==> src/rtl/irrigation_zone_controller.sv <==
// Tank-level FSM gating a round-robin multi-zone irrigation scheduler with drip/sprinkle/agro cycles.
// Optional fill watchdog enabled by defining IRRIG_FILL_WATCHDOG_EN.
module irrigation_zone_controller #(
    parameter int NUM_ZONES     = 4,
    parameter int TIMER_W       = 8,
    parameter int DRIP_TIME     = 20,
    parameter int SPRINKLE_TIME = 10,
    parameter int AGRO_TIME     = 5,
    parameter int FILL_TIMEOUT  = 64
) (
    input  logic                         clock,
    input  logic                         reset,
    input  logic                         us,
    input  logic                         sc,
    input  logic                         fc,
    input  logic                         switch,
    input  logic                         ad,
    input  logic [NUM_ZONES-1:0]         zone_req,
    input  logic [NUM_ZONES-1:0]         zone_mode,
    output logic                         alarm,
    output logic                         inletValve,
    output logic                         outletValve,
    output logic                         sprinkling,
    output logic                         drip,
    output logic                         agrodefensiveSprinkler,
    output logic [NUM_ZONES-1:0]         zone_valve,
    output logic [$clog2(NUM_ZONES)-1:0] active_zone,
    output logic [1:0]                   tank_state
);

    localparam int IDX_W = $clog2(NUM_ZONES);

    typedef enum logic [1:0] {
        T_FILL  = 2'b00,
        T_READY = 2'b01,
        T_FAULT = 2'b10
    } tank_e;

    typedef enum logic [1:0] {
        I_IDLE     = 2'b00,
        I_IRRIGATE = 2'b01,
        I_AGRO     = 2'b10
    } irr_e;

    tank_e                tank_q, tank_d;
    irr_e                 irr_q, irr_d;
    logic [TIMER_W-1:0]   timer_q, timer_d;
    logic [IDX_W-1:0]     ptr_q, ptr_d;
    logic [IDX_W-1:0]     az_q, az_d;
    logic [NUM_ZONES-1:0] zv_q, zv_d;
    logic                 inlet_q, inlet_d;
    logic                 alarm_q, alarm_d;
    logic                 outlet_q, outlet_d;
    logic                 sprk_q, sprk_d;
    logic                 drip_q, drip_d;
    logic                 agro_q, agro_d;

    logic                 valid;
    logic                 go;
    logic                 grant_found;
    logic [IDX_W-1:0]     grant_idx;

    // Sensors stack physically: a higher one wet implies every lower one wet.
    assign valid = ({fc, sc, us} == 3'b000) || ({fc, sc, us} == 3'b001) ||
                   ({fc, sc, us} == 3'b011) || ({fc, sc, us} == 3'b111);
    assign go    = switch & us & valid & (tank_q != T_FAULT);

`ifdef IRRIG_FILL_WATCHDOG_EN
    localparam int WD_W = $clog2(FILL_TIMEOUT + 1);
    logic [WD_W-1:0] wd_q, wd_d;
    logic            wd_expired;

    assign wd_expired = (wd_q == WD_W'(FILL_TIMEOUT - 1));
`endif

    // Tank FSM; outputs are registered from the next state so they track tank_state.
    always_comb begin
        // NOTE: every combinational output gets a default first so no path infers a latch.
        tank_d = tank_q;
        unique case (tank_q)
            T_FILL: begin
                if (!valid)  tank_d = T_FAULT;
                else if (fc) tank_d = T_READY;
`ifdef IRRIG_FILL_WATCHDOG_EN
                else if (wd_expired) tank_d = T_FAULT;
`endif
            end
            T_READY: begin
                if (!valid)  tank_d = T_FAULT;
                else if (!sc) tank_d = T_FILL;
            end
            T_FAULT: begin
`ifdef IRRIG_FILL_WATCHDOG_EN
                if (valid && fc) tank_d = T_FILL;
`else
                if (valid) tank_d = T_FILL;
`endif
            end
            default: tank_d = T_FILL;
        endcase
        inlet_d = (tank_d == T_FILL);
        alarm_d = ~us | (tank_d == T_FAULT);
    end

`ifdef IRRIG_FILL_WATCHDOG_EN
    // Counter restarts whenever FILL is (re)entered.
    assign wd_d = (tank_q == T_FILL && tank_d == T_FILL) ? wd_q + 1'b1 : '0;

    always_ff @(posedge clock or posedge reset) begin
        if (reset) wd_q <= '0;
        else        wd_q <= wd_d;
    end
`endif

    // First requesting zone at or after the round-robin pointer, wrapping.
    always_comb begin
        int j;
        j           = 0;
        grant_found = 1'b0;
        grant_idx   = '0;
        for (int i = 0; i < NUM_ZONES; i++) begin
            j = int'(ptr_q) + i;
            if (j >= NUM_ZONES) j = j - NUM_ZONES;
            if (!grant_found && zone_req[IDX_W'(j)]) begin
                grant_found = 1'b1;
                grant_idx   = IDX_W'(j);
            end
        end
    end

    // Irrigation FSM; request inputs are only looked at in IDLE.
    always_comb begin
        irr_d   = irr_q;
        timer_d = timer_q;
        ptr_d   = ptr_q;
        az_d    = az_q;
        zv_d    = zv_q;
        sprk_d  = sprk_q;
        drip_d  = drip_q;
        agro_d  = agro_q;
        unique case (irr_q)
            I_IDLE: begin
                zv_d   = '0;
                az_d   = '0;
                sprk_d = 1'b0;
                drip_d = 1'b0;
                agro_d = 1'b0;
                if (go && ad) begin
                    irr_d   = I_AGRO;
                    timer_d = TIMER_W'(AGRO_TIME);
                    zv_d    = '1;
                    agro_d  = 1'b1;
                end else if (go && grant_found) begin
                    irr_d   = I_IRRIGATE;
                    az_d    = grant_idx;
                    zv_d    = NUM_ZONES'(1) << grant_idx;
                    drip_d  = zone_mode[grant_idx];
                    sprk_d  = ~zone_mode[grant_idx];
                    timer_d = zone_mode[grant_idx] ? TIMER_W'(DRIP_TIME) : TIMER_W'(SPRINKLE_TIME);
                end
            end
            I_IRRIGATE, I_AGRO: begin
                if (!go || timer_q == TIMER_W'(1)) begin
                    // Only a completed zone cycle advances the pointer; aborts re-serve the same zone.
                    if (go && irr_q == I_IRRIGATE)
                        ptr_d = (az_q == IDX_W'(NUM_ZONES - 1)) ? '0 : az_q + 1'b1;
                    irr_d   = I_IDLE;
                    timer_d = '0;
                    az_d    = '0;
                    zv_d    = '0;
                    sprk_d  = 1'b0;
                    drip_d  = 1'b0;
                    agro_d  = 1'b0;
                end else begin
                    timer_d = timer_q - 1'b1;
                end
            end
            default: irr_d = I_IDLE;
        endcase
        outlet_d = (irr_d != I_IDLE);
    end

    always_ff @(posedge clock or posedge reset) begin
        if (reset) begin
            tank_q   <= T_FILL;
            irr_q    <= I_IDLE;
            timer_q  <= '0;
            ptr_q    <= '0;
            az_q     <= '0;
            zv_q     <= '0;
            inlet_q  <= 1'b0;
            alarm_q  <= 1'b0;
            outlet_q <= 1'b0;
            sprk_q   <= 1'b0;
            drip_q   <= 1'b0;
            agro_q   <= 1'b0;
        end else begin
            // NOTE: non-blocking so every register samples the pre-edge values together.
            tank_q   <= tank_d;
            irr_q    <= irr_d;
            timer_q  <= timer_d;
            ptr_q    <= ptr_d;
            az_q     <= az_d;
            zv_q     <= zv_d;
            inlet_q  <= inlet_d;
            alarm_q  <= alarm_d;
            outlet_q <= outlet_d;
            sprk_q   <= sprk_d;
            drip_q   <= drip_d;
            agro_q   <= agro_d;
        end
    end

    assign alarm                  = alarm_q;
    assign inletValve             = inlet_q;
    assign outletValve            = outlet_q;
    assign sprinkling             = sprk_q;
    assign drip                   = drip_q;
    assign agrodefensiveSprinkler = agro_q;
    assign zone_valve             = zv_q;
    assign active_zone            = az_q;
    assign tank_state             = tank_q;

endmodule

==> config.mk <==
export PLATFORM = sky130hd
export DESIGN_NAME = irrigation_zone_controller
export DESIGN_NICKNAME = d
export VERILOG_FILES = /design/src/rtl/irrigation_zone_controller.sv
export SDC_FILE = /design/constraint.sdc
export NUM_CORES = 1
export LEC_CHECK = 0
export BUFFER_PORTS_ARGS = -buffer_cell sky130_fd_sc_hd__buf_2
export CAP_MARGIN = 25
export CORE_UTILIZATION = 58
export DETAILED_ROUTE_END_ITERATION = 16
export PLACE_DENSITY = 0.81
export SETUP_SLACK_MARGIN = 0.4
export SYNTH_ARGS = -nofsm -noshare
export SYNTH_HDL_FRONTEND = slang
export SYNTH_SLANG_ARGS = --single-unit
export TNS_END_PERCENT = 5
==> constraint.sdc <==
create_clock -name clock -period 5.7 [get_ports clock]
set_input_delay 0.285 -clock clock [delete_from_list [all_inputs] [get_ports clock]]
set_output_delay 0.285 -clock clock [all_outputs]
set_load 0.1 [all_outputs]
== Yosys cells after proc, flatten, opt, wreduce, memory -nomap -nowiden ==
Cells that the tools add are included.

* Bits in registers: 26
* Bits of input ports: 15
* Output and inout bits: 14
* Word-level logic and storage cells: 133

* Add/subtract/negate cells: 9
* $lt $le $gt $ge: 9
* Eq/ne operators: 13
* Shift-type cells: 1
* Mux-type cells: 59
* Bitwise logic cells: 6
* Reductions and logical operators: 24

{| class="wikitable"
|+ Operators with widths
! operator !! count
|-
| 2-bit 2-to-1 mux || 20
|-
| 8-bit 2-to-1 mux || 3
|-
| 1-bit 2-to-1 mux || 19
|-
| 2-bit by 4-bit less-than comparator with 1-bit output (second input constant) || 4
|-
| 8-bit one-hot mux with 2 select lines || 1
|-
| 4-bit 2-to-1 mux || 3
|-
| 1-bit binary-select mux with 2-bit select || 5
|-
| 3-bit greater-or-equal comparator (second input constant) || 3
|-
| 2-bit == test (second input constant) || 4
|-
| 8-bit by 1-bit == test with 1-bit output (second input constant) || 1
|-
| 2-bit one-hot mux with 2 select lines || 2
|-
| 4-bit one-hot mux with 2 select lines || 1
|-
| 2-bit by 1-bit subtractor with 2-bit output (second input constant) || 4
|-
| 8-bit by 1-bit subtractor with 8-bit output (second input constant) || 1
|-
| 2-bit by 2-bit adder with 3-bit output (second input constant) || 2
|-
| 1-bit logical AND || 6
|-
| 2-bit logical NOT || 3
|-
| 1-bit one-hot mux with 2 select lines || 3
|-
| 2-bit one-hot mux with 3 select lines || 1
|-
| 5-bit 2-to-1 mux || 1
|-
| 2-bit by 1-bit == test with 1-bit output (second input constant) || 2
|-
| 1-bit logical NOT || 4
|-
| 1-bit logical OR || 4
|-
| 2-bit != test (second input constant) || 2
|-
| other kinds (17) || 22
|}

== Logic depth before layout (Yosys ltp) ==
* Depth after elaboration: 21
* Depth in mapped cells: 8
* Mapped depth without buffers: 7

== Worst setup path after synthesis ==
Ideal clock, no wire load.

* Path kind: flip-flop to flip-flop
* Start point: reg tank_q[0] (netlist: tank_state[0])
* End point: reg timer_q[4]
* Library setup time: 0.070 ns
* Arrival time: 2.327 ns
* Required time: 5.630 ns
* Path slack: 3.304 ns
* Cell stages (with the launch flop): 8
* Path buffers: 1
* Clock period less this slack: 2.396 ns
* Path through: dfrtp_1 -> inv_2 -> a221oi_4 -> nand2_2 -> or3_1 -> buf_2 -> a221oi_2 -> nand3b_1

* Longest elaborated chain between the ends: 6
* Elaborated cells between the ends (all ways): 11
* Those cells by class: eq/ne: 2; mux: 3; bitwise: 1; reduce/logical: 5

{| class="wikitable"
|+ Ends and longest elaborated chain
! what !! RTL line !! text
|-
| start: declaration || 45 || <nowiki>tank_e tank_q, tank_d;</nowiki>
|-
| start signal: assignment || 199 || <nowiki>tank_q <= tank_d;</nowiki>
|-
| 2-bit != test (*) || 66 || <nowiki>assign go = switch & us & valid & (tank_q != T_FAULT);</nowiki>
|-
| 1-bit AND (*) || 66 ||
|-
| 1-bit logical NOT || 163 || <nowiki>if (!go || timer_q == TIMER_W'(1)) begin</nowiki>
|-
| 1-bit logical OR || 163 ||
|-
| 8-bit 2-to-1 mux || 163 ||
|-
| 8-bit one-hot mux with 2 select lines || 141 || <nowiki>unique case (irr_q)</nowiki>
|-
| end signal: assignment || 201 || <nowiki>timer_q <= timer_d;</nowiki>
|-
| end: declaration || 47 || <nowiki>logic [TIMER_W-1:0] timer_q, timer_d;</nowiki>
|}

Every way passes the cells marked *; elsewhere a longest branch is shown, timed or not.
A chain may end at the register's enable or synchronous reset.

== Final worst setup path ==
* Start point: reg irr_q[0]
* End point: reg timer_q[5]

* Longest elaborated chain between the ends: 4
* Elaborated cells between the ends (all ways): 8
* Those cells by class: eq/ne: 3; mux: 1; reduce/logical: 4

{| class="wikitable"
|+ Ends and longest elaborated chain
! what !! RTL line !! text
|-
| start: declaration || 46 || <nowiki>irr_e irr_q, irr_d;</nowiki>
|-
| start signal: assignment || 200 || <nowiki>irr_q <= irr_d;</nowiki>
|-
| 2-bit by 1-bit == test with 1-bit output / 2-bit == test (equally long branches) || 141 ||
|-
| 2-bit OR reduction || 141 ||
|-
| 2-bit nonzero test (no source line) || -- ||
|-
| 2-bit AND reduction (no source line) || -- ||
|}

Several ways; a longest one is shown, not always the timed one.

==> results.yml <==
outcome:
  run_status: "finished clean"
timing:
  post-route-min-period_ps: 2340
  fin_worst_skew_ps: 3.91
  finalSetupViolCount: 0
  fmax_ghz: 0.427
  fin_tns_setup_ps: 0
  min_period_over_period_pct: 41.1
  tightest_slew_ps: 838
  finalWorstSetupSlack_ps: 3360
  relSlewSlack_pct: 43.9
  rsz0062_at_grt: "false"
  whs_ps: 153
  maxSlewViolCount: 0
  hold_viol: 0
global_route:
  antenna_found_initial: 0
  grt_max_degree: 27
  grt_pass1_wl_mm: 5.53
  overflow: 0
  grt_use_total_pct: 27.6
  grt_pass1_vias: 1279
finish:
  syn2layout_area_growth_pct: 16.2
  antenna_cells: 0
  final_common_cell: "buf_2"
  fin_cells: 220
  fillers: 170
  final_nets: 214
  multi_input_area_um2: 759
  final_cell_mix: "buf_2 (28), dfrtp_1 (26)"
  final-seq-area_um2: 651
  drive_gt1_share_pct: 22.4
hold_path:
  min_path_cells: 2
  worstHoldPathType: "in2reg"
floorplanning:
  core-area_um2: 2300
  num_io_pins: 29
  die_x_um: 52.2
  initial_core_util_pct: 63.7
  die_y_um: 52.2
  rows: 17
  die-area_um2: 2730
setup_path:
  slowest_delay_ps: 640
  crit_fanout: 12
  critPathSlowestCell: "a31oi_1"
  cp_top_family: "compound AO/OA/AOI/OAI gates"
  crit_type: "reg2reg"
  path_cells: "inv_1, ha_1, nor2b_1, a31oi_1, nor2_1, nand2_1, o21ai_0"
  required_ps: 5910
  start_kind: "flip-flop"
  cp.depth: 7
  worstPathArrival_ps: 2550
  reg2regPathDepth: 7
  crit_buf_inv: 1
  cp-end-kind: "flip-flop"
power_and_ir_drop:
  power_density_nw_per_um2: 407
  ir_drop_uv: 269
  power.leakage_nw: 0.828
cts:
  root_buffer: "clkbuf_4"
  cts_tree: "yes"
  clk_latency_ps: 320
  cts_made_buffers: 3
  cts_setup_buffers: 0
  cts_sinks: 26
  cts_max_level: 1
  clk_path_buf_depth: 2
  clk_pin_slew_ps: 140
logic_synthesis:
  ys_ff_latch: 26
  yosysUniqueCellTypes: 42
  synth_edf_count: 0
  ys.flop_type: "dfrtp_1"
  yosys_warnings: 0
  syn_area_um2: 1460
  async_flop_share_pct: 100
  syn_inst: 161
  syn_area_per_cell_um2: 9.09
  seq_area_frac_synth_pct: 44.4
  syn_nets: 182
placement:
  place_ws_ps: 3410
  place.gp.congestion: 0.848
  dp_hpwl_mm: 2.42
  portBuffers: 28
  dp_cells: 214
flow_run:
  cap_violations: 0
detailed_routing:
  first_pass_iters: 4
  drc: 0
  drt-wirelength-per-cell_um: 15.2
  totalWireLength_mm: 3.34
  vias_per_cell: 6.08
  drt-initial-drc-count: 35
  drtAntennaViolNets: 0
  num_vias: 1337
[synthesized netlist by cell type, types with 2 or more instances]
master / count / area (µm²)
mux2i_1: 3 / 30.0
nor4_1: 2 / 12.5
nor2_1: 15 / 56.3
o31ai_1: 2 / 15.0
o22ai_1: 4 / 25.0
nand2b_1: 6 / 37.5
ha_1: 6 / 75.1
nand2_1: 15 / 56.3
o21ai_0: 15 / 75.1
nor3_1: 3 / 15.0
dfrtp_1: 26 / 651
nor2b_1: 2 / 12.5
a21oi_1: 15 / 75.1
a22o_1: 2 / 17.5
a31oi_1: 2 / 12.5
a22oi_1: 3 / 22.5
inv_1: 10 / 37.5
clkbuf_1: 2 / 7.51
a2bb2oi_1: 2 / 17.5
nand3_1: 4 / 20.0
[per-stage QoR]
stage	power [mW]	area, µm²	utilization (%)
floorplan	0.520	1460	-
global placement	0.584	1630	70.8
detailed placement	0.593	1630	70.8
CTS	0.690	1660	72.4
global route	0.738	1700	74.0
finish	0.691	1700	74.0
[path summary, 6_finish.rpt]
check / start / endpoint / slack, ps
worst max-delay path: irr_q[0] / timer_q[5] / 3360
worst min register to register: drip / drip / 490
worst max register to register: irr_q[0] / timer_q[5] / 3360
min in group asynchronous: reset / ptr_q[1] / 380
max in group asynchronous: reset / irr_q[1] / 4970
worst min-delay path: us / alarm / 150
[where the power goes]
| part | total, mW | internal [mW] | switching (mW) |
|---|---|---|---|
| sequential | 0.249 | 0.219 | 0.0298 |
| clock | 0.0942 | 0.0390 | 0.0552 |
| combinational | 0.348 | 0.0916 | 0.257 |
[worst register-to-register path, cell delays in order, from the launching register on]
cell     delay [ps]
dfrtp_1         430
inv_1            80
ha_1            430
nor2b_1         200
a31oi_1         640
nor2_1          230
nand2_1         150
o21ai_0          90
[final cells by class]
class	instances	area share [%]
multi-input combinational	121	44.7
clock buffer	4	2.13
timing repair buffer	30	10.4
sequential	26	38.3
inverter	11	2.43
tap	28	2.06
[routing by layer]
metal  track usage, %  share of wire (%)  vias up
met2             47.0                 49       49
met3             3.77                4.6        8
met1             36.0                 44      635
li1                 -                  -      645
met5                0                  0        -
met4             9.21                1.7        0
[registers in the layout, indices dropped and copies added, names as in the netlist]
register,count
inletValve,1
timer_q,8
outletValve,1
ptr_q,2
sprinkling,1
drip,1
alarm,1
tank_state,2
zone_valve,4
active_zone,2
irr_q,2
agrodefensiveSprinkler,1
[cell families after synthesis]
logic type	count (synthesis)	share of synthesized area, %
fa+ha+maj	6	5.13
compound gates	55	25.0
flops	26	44.4
mux	4	2.82
simple gates	56	18.9
buf+inv	14	3.68
[what timing repair did]
| action | 4_1_cts | 5_1_grt |
|---|---|---|
| gates resized for setup | 0 | 0 |
| hold buffers | 0 | 1 |
| hold endpoints to repair | 0 | 1 |
Power figures use the tool's default switching activity.
